## config.mk

```make
export PLATFORM = sky130hd
export DESIGN_NAME = alu_serial_ctrl
export DESIGN_NICKNAME = d
export VERILOG_FILES = /design/src/rtl/alu_serial_ctrl.sv
export SDC_FILE = /design/constraint.sdc
export NUM_CORES = 1
export LEC_CHECK = 0
export CORE_MARGIN = 1
export CORE_UTILIZATION = 52
export CTS_CLUSTER_SIZE = 10
export DETAILED_ROUTE_END_ITERATION = 10
export GPL_TIMING_DRIVEN = 0
export PLACE_DENSITY = 0.8
export SYNTH_ARGS = -nofsm -noshare
export SYNTH_HDL_FRONTEND = slang
export SYNTH_SLANG_ARGS = --single-unit
```

## constraint.sdc

```tcl
create_clock -name clk -period 5.05 [get_ports clk]
set_clock_uncertainty 0.1 [all_clocks]
set_input_delay 1.01 -clock clk [delete_from_list [all_inputs] [get_ports clk]]
set_output_delay 1.01 -clock clk [all_outputs]
set_load 0.05 [all_outputs]
```

## src/rtl/alu_serial_ctrl.sv

```systemverilog
// alu_serial_ctrl: bit-serial ALU controller.
// One result bit is produced per clock, LSB first, through a single shared
// 1-bit ALU slice. Carry, overflow and zero are accumulated serially, and an
// optional fix-up cycle turns the SUB difference into a set-less-than result.
module alu_serial_ctrl #(
    parameter int WIDTH = 32
) (
    input  logic             clk,
    input  logic             reset_n,
    input  logic             start,
    input  logic [2:0]       op,
    input  logic [WIDTH-1:0] a,
    input  logic [WIDTH-1:0] b,
    output logic             busy,
    output logic             done,
    output logic [WIDTH-1:0] result,
    output logic             carryout,
    output logic             overflow,
    output logic             zero
);

    // Counter only has to address bits 0..WIDTH-1.
    localparam int             CW       = (WIDTH > 2) ? $clog2(WIDTH) : 1;
    localparam logic [CW-1:0]  LAST_BIT = CW'(WIDTH - 1);

    localparam logic [2:0] OP_ADD  = 3'b000;
    localparam logic [2:0] OP_SUB  = 3'b001;
    localparam logic [2:0] OP_XOR  = 3'b010;
    localparam logic [2:0] OP_SLT  = 3'b011;
    localparam logic [2:0] OP_AND  = 3'b100;
    localparam logic [2:0] OP_NAND = 3'b101;
    localparam logic [2:0] OP_NOR  = 3'b110;
    localparam logic [2:0] OP_OR   = 3'b111;

    typedef enum logic [1:0] {
        S_IDLE   = 2'd0,
        S_RUN    = 2'd1,
        S_SLTFIX = 2'd2,
        S_DONE   = 2'd3
    } state_t;

    state_t            state_q, state_d;
    logic [WIDTH-1:0]  a_q, a_d;
    logic [WIDTH-1:0]  b_q, b_d;
    logic [2:0]        op_q, op_d;
    logic [CW-1:0]     cnt_q, cnt_d;
    logic              carry_q, carry_d;
    logic              or_acc_q, or_acc_d;
    logic [WIDTH-1:0]  result_q, result_d;
    logic              carryout_q, carryout_d;
    logic              overflow_q, overflow_d;
    logic              zero_q, zero_d;
    logic              busy_q, busy_d;
    logic              done_q, done_d;

    logic              accept;
    logic              last_bit;
    logic              a_bit;
    logic              b_bit;
    logic              b_inv;
    logic              b_eff;
    logic              is_arith;
    logic              sum_bit;
    logic              add_cout;
    logic              slice_bit;
    logic              slice_cout;
    logic              slt_bit;

    // busy is still high during the done cycle, so a start held across the
    // end of an operation is ignored there and is only taken one cycle later.
    assign accept   = (state_q == S_IDLE) && start && !busy_q;
    assign last_bit = (cnt_q == LAST_BIT);

    // Set-less-than: sign of the difference corrected by signed overflow.
    assign slt_bit  = result_q[WIDTH-1] ^ overflow_q;

    // Shared 1-bit ALU slice operating on the bit selected by the counter.
    always_comb begin
        a_bit      = a_q[cnt_q];
        b_bit      = b_q[cnt_q];
        b_inv      = (op_q == OP_SUB) || (op_q == OP_SLT);
        is_arith   = (op_q == OP_ADD) || (op_q == OP_SUB) || (op_q == OP_SLT);
        b_eff      = b_bit ^ b_inv;
        sum_bit    = a_bit ^ b_eff ^ carry_q;
        add_cout   = (a_bit & b_eff) | (carry_q & (a_bit ^ b_eff));
        slice_cout = is_arith ? add_cout : 1'b0;
        slice_bit  = 1'b0;
        case (op_q)
            OP_ADD, OP_SUB, OP_SLT: slice_bit = sum_bit;
            OP_XOR:                 slice_bit = a_bit ^ b_bit;
            OP_AND:                 slice_bit = a_bit & b_bit;
            OP_NAND:                slice_bit = ~(a_bit & b_bit);
            OP_NOR:                 slice_bit = ~(a_bit | b_bit);
            OP_OR:                  slice_bit = a_bit | b_bit;
            default:                slice_bit = 1'b0;
        endcase
    end

    // FSM state register.
    always_ff @(posedge clk or negedge reset_n) begin
        if (!reset_n) begin
            state_q <= S_IDLE;
        end else begin
            state_q <= state_d;
        end
    end

    // FSM next-state logic.
    always_comb begin
        state_d = state_q;
        case (state_q)
            S_IDLE: begin
                if (accept) begin
                    state_d = S_RUN;
                end
            end
            S_RUN: begin
                if (last_bit) begin
                    state_d = (op_q == OP_SLT) ? S_SLTFIX : S_DONE;
                end
            end
            S_SLTFIX: state_d = S_DONE;
            S_DONE:   state_d = S_IDLE;
            default:  state_d = S_IDLE;
        endcase
    end

    // FSM outputs, registered: busy rises with the accept edge and covers
    // the done pulse, which follows the DONE state by one register stage.
    always_comb begin
        busy_d = (state_d != S_IDLE) || (state_q == S_DONE);
        done_d = (state_q == S_DONE);
    end

    // Operand latch, bit counter, carry chain and flag accumulation.
    always_comb begin
        a_d        = a_q;
        b_d        = b_q;
        op_d       = op_q;
        cnt_d      = cnt_q;
        carry_d    = carry_q;
        or_acc_d   = or_acc_q;
        carryout_d = carryout_q;
        overflow_d = overflow_q;
        zero_d     = zero_q;
        case (state_q)
            S_IDLE: begin
                if (accept) begin
                    a_d      = a;
                    b_d      = b;
                    op_d     = op;
                    cnt_d    = '0;
                    // The +1 of two's-complement subtraction enters as carry-in.
                    carry_d  = (op == OP_SUB) || (op == OP_SLT);
                    or_acc_d = 1'b0;
                end
            end
            S_RUN: begin
                cnt_d    = last_bit ? '0 : cnt_q + CW'(1);
                carry_d  = slice_cout;
                or_acc_d = or_acc_q | slice_bit;
                if (last_bit) begin
                    carryout_d = slice_cout;
                    overflow_d = is_arith ? (carry_q ^ add_cout) : 1'b0;
                    zero_d     = ~(or_acc_q | slice_bit);
                end
            end
            S_SLTFIX: begin
                zero_d = ~slt_bit;
            end
            default: begin
            end
        endcase
    end

    // Per-bit result update: the addressed bit takes the slice output during
    // RUN; SLTFIX collapses the word to the single comparison bit.
    generate
        for (genvar gi = 0; gi < WIDTH; gi++) begin : g_result_bit
            if (gi == 0) begin : g_lsb
                assign result_d[gi] =
                    ((state_q == S_RUN) && (cnt_q == CW'(gi))) ? slice_bit :
                    (state_q == S_SLTFIX)                      ? slt_bit   :
                                                                 result_q[gi];
            end else begin : g_upper
                assign result_d[gi] =
                    ((state_q == S_RUN) && (cnt_q == CW'(gi))) ? slice_bit :
                    (state_q == S_SLTFIX)                      ? 1'b0      :
                                                                 result_q[gi];
            end
        end
    endgenerate

    // Datapath and output registers.
    always_ff @(posedge clk or negedge reset_n) begin
        if (!reset_n) begin
            a_q        <= '0;
            b_q        <= '0;
            op_q       <= 3'b000;
            cnt_q      <= '0;
            carry_q    <= 1'b0;
            or_acc_q   <= 1'b0;
            result_q   <= '0;
            carryout_q <= 1'b0;
            overflow_q <= 1'b0;
            zero_q     <= 1'b0;
            busy_q     <= 1'b0;
            done_q     <= 1'b0;
        end else begin
            a_q        <= a_d;
            b_q        <= b_d;
            op_q       <= op_d;
            cnt_q      <= cnt_d;
            carry_q    <= carry_d;
            or_acc_q   <= or_acc_d;
            result_q   <= result_d;
            carryout_q <= carryout_d;
            overflow_q <= overflow_d;
            zero_q     <= zero_d;
            busy_q     <= busy_d;
            done_q     <= done_d;
        end
    end

    assign busy     = busy_q;
    assign done     = done_q;
    assign result   = result_q;
    assign carryout = carryout_q;
    assign overflow = overflow_q;
    assign zero     = zero_q;

endmodule
```

=== Yosys cells after proc, flatten, opt, wreduce, memory -nomap -nowiden ===
Index checks and enable logic that the tools add are counted.

* Muxes and demuxes: 54
* Bitwise operators: 16
* Eq/ne operators: 45
* Magnitude comparators: 1
* $add $sub $neg: 1
* Reductions and logical operators: 83

{| class="wikitable"
|+ Operator list
! kind !! count
|-
| $eq A5 B5 Y1 const B || 16
|-
| $reduce_bool A2 Y1 || 35
|-
| $mux W1 || 42
|-
| $eq A5 B4 Y1 const B || 8
|-
| $logic_and A1 B1 Y1 || 34
|-
| $eq A5 B3 Y1 const B || 4
|-
| $eq A3 B3 Y1 const B || 4
|-
| $bmux W1 S5 || 2
|-
| $eq A5 B2 Y1 const B || 2
|-
| $mux W5 || 2
|-
| $pmux W5 S2 || 1
|-
| $eq A3 B2 Y1 const B || 3
|-
| $pmux W2 S4 || 1
|-
| $reduce_and A2 Y1 || 4
|-
| $eq A3 B1 Y1 const B || 2
|-
| $lt A5 B6 Y1 const B || 1
|-
| $pmux W1 S2 || 3
|-
| $pmux W1 S6 || 1
|-
| $xor A1 B1 Y1 || 6
|-
| $add A5 B1 Y5 const B || 1
|-
| $eq A5 B1 Y1 const B || 1
|-
| $logic_not A5 Y1 || 1
|-
| $logic_or A1 B1 Y1 || 5
|-
| $eq A2 B2 Y1 const B || 2
|-
| 10 further kinds || 19
|}

* Register bits: 113
* Logic and storage cells: 244
* Bits of input ports: 70

=== Longest topological paths before layout ===
* Word-level depth: 10
* Depth in mapped cells: 14
* Mapped depth without buffers: 11

=== Worst setup path before layout ===
No wires, ideal clock.

* Path type: register to register
* Start: register cnt_q[0]
* End: register result_q[10], in the netlist result[10]
* Data arrival time: 3433 ps
* Buffers on the path: 2
* Required time: 4830 ps
* Path slack: 1398 ps
* Stages on the path, launching flop included: 13
* Path through: dfrtp_1 > buf_6 > mux4_2 > mux4_2 > and2_1 > a21oi_2 > inv_2 > fa_1 > mux2_2 > o22ai_1 > buf_2 > nor2_1 > a31o_1

* Word-level cells in the longest chain between the ends: 7
* Elaborated cells between the ends (all ways): 17
* Classes of those cells: 1 x eq/ne; 6 x mux; 8 x bitwise; 2 x reduce/logical

{| class="wikitable"
|+ RTL lines
! element !! RTL line !! text
|-
| start: declaration || 46 || <nowiki>logic [CW-1:0] cnt_q, cnt_d;</nowiki>
|-
| start signal: assignment || 213 || <nowiki>cnt_q <= cnt_d;</nowiki>
|-
| $bmux W1 S5 || 80 || <nowiki>b_bit = b_q[cnt_q];</nowiki>
|-
| $mux W1 (implied by the code) || 80 ||
|-
| $xor A1 B1 Y1 || 83 || <nowiki>b_eff = b_bit ^ b_inv;</nowiki>
|-
| $xor A1 B1 Y1 (2 in series) || 84 || <nowiki>sum_bit = a_bit ^ b_eff ^ carry_q;</nowiki>
|-
| $pmux W1 S6 || 88 || <nowiki>case (op_q)</nowiki>
|-
| $mux W1 || 187 || <nowiki>((state_q == S_RUN) && (cnt_q == CW'(gi))) ? slice_bit :</nowiki>
|-
| end signal: assignment || 216 || <nowiki>result_q <= result_d;</nowiki>
|-
| end: declaration || 49 || <nowiki>logic [WIDTH-1:0] result_q, result_d;</nowiki>
|}

Parallel ways exist; a longest one is shown, timed or not. The select of a mux whose other input is x is not followed.
A chain may end at the register's enable or synchronous reset.

=== Final worst setup path ===
* Start: register cnt_q[1]
* End: register result_q[4], in the netlist result[4]

Same word-level chain as after synthesis.

==> flow_summary.yaml <==
run_status:
  outcome: "finished clean"
clocking:
  numCtsBuffers: 17
  cts.hold.buffers_added: 0
  ctsLongestPathBuffers: 2
  cts_resized: 0
  cts_tree: "built"
  tritoncts_num_sinks: 113
  htree_num_levels: 4
  post-cts-setup-buffer-count: 0
  clkSlewWorstSetupHoldPaths_ns: 0.06
  root_buffer_cell: "clkbuf_8"
  insertion_delay_ns: 0.52
logic_synthesis:
  synth_top_area_share_pct: 52.7
  synth-seq-cells: 113
  yosys_warnings: 0
  postSynth.asyncResetShare_pct: 100
  netlist_instances: 566
  synth_top_flop_cell: "dfrtp_1"
  synth-seq-area-share_pct: 52.7
  synth_edf_count: 0
  synthesis.nets: 645
  combined_area_of_all_synthesized_cells_um2: 5360
  synth_area_leaders: "dfrtp_1 (53%), nand2_1 (17%), mux4_2 (3.8%), mux4_1 (3.4%), nand3_1 (2.4%)"
  synthesis.area_per_instance_um2: 9.48
  library_cells_used_by_synthesis: 45
  cell_type_with_the_highest_aggregate_area_in_the_netlist: "dfrtp_1"
timing:
  worstMarginPinSlew_ns: 0.907
  max_freq_ghz: 0.222
  slew_headroom_pct: 39.4
  least_setup_slack_across_all_paths_after_layout_ns: 0.538
  finalCritPeriodShare_pct: 89.3
  final-setup-viol-count: 0
  finalHoldViolations: 0
  grt_setup_unrepaired: "false"
  min_period_ns: 4.51
  slew_viol_final: 0
routing:
  avgRoutedWirePerCell_um: 15.4
  detail-route-antenna-nets: 0
  dr_total_vias: 4484
  detail_route.drc_violations: 0
  firstDrtPassIters: 5
  first_iter_violations: 285
  detail_route.wirelength_um: 12900
  route.detailed.vias_per_inst: 5.35
hold_path:
  worst_hold_path_type: "flop to flop"
floorplanning:
  die_h_um: 104
  effective_utilization_at_floorplan_pct: 54.4
  fp.dieArea_um2: 10700
  chipWidth_um: 104
  num_io_pins: 107
  placementRows: 36
  area_of_the_core_um2: 9860
worst_setup_path:
  element_type_at_the_critical_path_end: "flop"
  worst_r2r_endpoint: "result[4]$_DFFE_PN0P_"
  critical_path_required_ns: 5.35
  timing.critical_path.arrival_ns: 4.81
  timing.critical_path.cells: "buf_2, clkbuf_1, mux4_2, mux4_2, a21oi_2, inv_2, fa_1, mux2_2, o22ai_1, buf_2, nor2_1, a31o_1"
  path_class: "flop to flop"
  r2r_setup_slack_ns: 0.54
  r2r-start: "cnt_q[1]$_DFFE_PN0P_"
  path_max_fanout: 10
  worstRegToRegCells: 12
  worst_setup_path_start_kind: "flop"
  crit_path_start: "cnt_q[1]$_DFFE_PN0P_"
  crit_path_end: "result[4]$_DFFE_PN0P_"
  critPathSlowestCell: "clkbuf_1"
  max_stage_delay_ns: 0.54
placement:
  gp_congestion: 0.804
  dp_worst_setup_slack_ns: 0.641
  postPlaceCellArea_um2: 6620
  dp_hpwl_um: 9030
  port_buffers: 106
  dpl.cell_count: 806
power:
  leakage_nw: 3.40
  p_per_area_nw_per_um2: 691
  p_total_mw: 4.99
  peakVddDrop_uv: 300
finish:
  area_delta_synth_final_pct: 34.7
  final_layout_size_suffix_gt1_share_pct: 8.51
  final_util_pct: 73.2
  finish.net_count: 771
  layout.cell_area.non_filler_um2: 7220
  finalNonFillerCells: 838
  antenna_diode_instance_count: 0
global_route:
  sum_of_overflow_across_all_layers_after_global_routing: 0
  grt_pass1_wl_um: 22000
  grt_pass1_vias: 4626
  grt_max_degree: 63
  grt_antenna_before_repair: 0
  grt_util_all_layers_pct: 26.2
job:
  max-cap-violations: 0
[Yosys cell counts (7+ instances only)]
library cell and number:
ha_1 8, nand2_1 237, mux4_2 9, dfrtp_1 113
mux4_1 7, a31o_1 11, mux2i_1 12, clkbuf_1 29
nor2_1 22, o21ai_1 16, nand2b_1 7, nand3_1 26
[worst min path at each step]
stage               cells after the start  slack (ns)                  end                 from
floorplan                               2        0.34  a_q[17]$_DFFE_PN0P_  a_q[17]$_DFFE_PN0P_
global placement                        2        0.35  a_q[17]$_DFFE_PN0P_  a_q[17]$_DFFE_PN0P_
detailed placement                      2        0.35  a_q[17]$_DFFE_PN0P_  a_q[17]$_DFFE_PN0P_
CTS                                     2        0.37  a_q[17]$_DFFE_PN0P_  a_q[17]$_DFFE_PN0P_
global route                            2        0.39   b_q[3]$_DFFE_PN0P_   b_q[3]$_DFFE_PN0P_
finish                                  2        0.37  a_q[17]$_DFFE_PN0P_  a_q[17]$_DFFE_PN0P_
[power breakdown]
group	switching, mW	internal, mW
Clock	0.447	0.772
Sequential	0.242	1.29
Combinational	1.36	0.877
[critical path: cells and delay by family, from the launching register on]
kind                     cells  cell delay, ns
flip-flops                   1            0.39
multiplexers                 3            1.20
adder cells (fa/ha/maj)      1            0.47
AO/OA/AOI/OAI                3            0.90
buffers and inverters        4            1.26
AND/OR/NAND/NOR              1            0.08
[logic make-up (layout without fill, tap and decap cells)]
kind of cell / Yosys count / after routing / synth area share, %
buffers and inverters: 44 / 183 / 3.45
adders and majority gates: 9 / 9 / 2.24
AOI/OAI and AO/OA: 50 / 50 / 6.46
DFF: 113 / 113 / 52.7
muxes: 32 / 32 / 10.3
xor gates and xnor gates: 3 / 3 / 0.490
and+or+nand+nor: 315 / 315 / 24.4
[stage by stage]
step / hold WS (ns) / setup TNS, ns
floorplan: 0.337 / 0
global placement: 0.350 / -135.02
detailed placement: 0.355 / 0
CTS: 0.370 / 0
global route: 0.386 / 0
finish: 0.369 / 0
[routing by layer]
metal	up-vias	GRT usage, %	wire length [um]	share of wire, %
met3	28	5.10	667	5.2
met5	-	0	0	0
met1	2146	32.1	5510	43
met2	165	45.1	6450	50
li1	2145	-	-	-
met4	0	11.6	251	1.9
[flip-flops by register name, indices dropped and copies added, names as in the netlist]
register	cells
cnt_q	5
a_q	32
b_q	32
zero	1
or_acc_q	1
result	32
done	1
state_q	2
carry_q	1
overflow	1
carryout	1
op_q	3
busy	1
[cells in the final DEF (no fill, tap or decap), types with 3 or more instances in the layout]
master,instances
nand2_1,237
dfrtp_1,113
clkdlybuf4s50_1,105
clkbuf_1,29
nand3_1,26
nor2_1,22
o21ai_1,16
clkbuf_16,16
mux2i_1,12
a31o_1,11
mux4_2,9
ha_1,8
nand2b_1,7
mux4_1,7
nor2b_1,5
inv_1,5
inv_6,5
clkbuf_2,4
mux2_2,4
o31ai_1,4
and3_1,3
buf_2,3
xnor2_1,3
nor3b_1,3
a21oi_1,3
nand4_1,3
clkinvlp_4,3
bufinv_16,3
[layout make-up]
cell class	count	area (um2)
repair buffers	107	1090
plain buffers	38	163
flip-flops and latches	113	2830
inverters	6	22.5
clock inverters	14	179
clock buffers	18	428
well taps	133	166
multi-input cells	409	2350
fillers	684	2640
(Power assumes the default switching activity.)
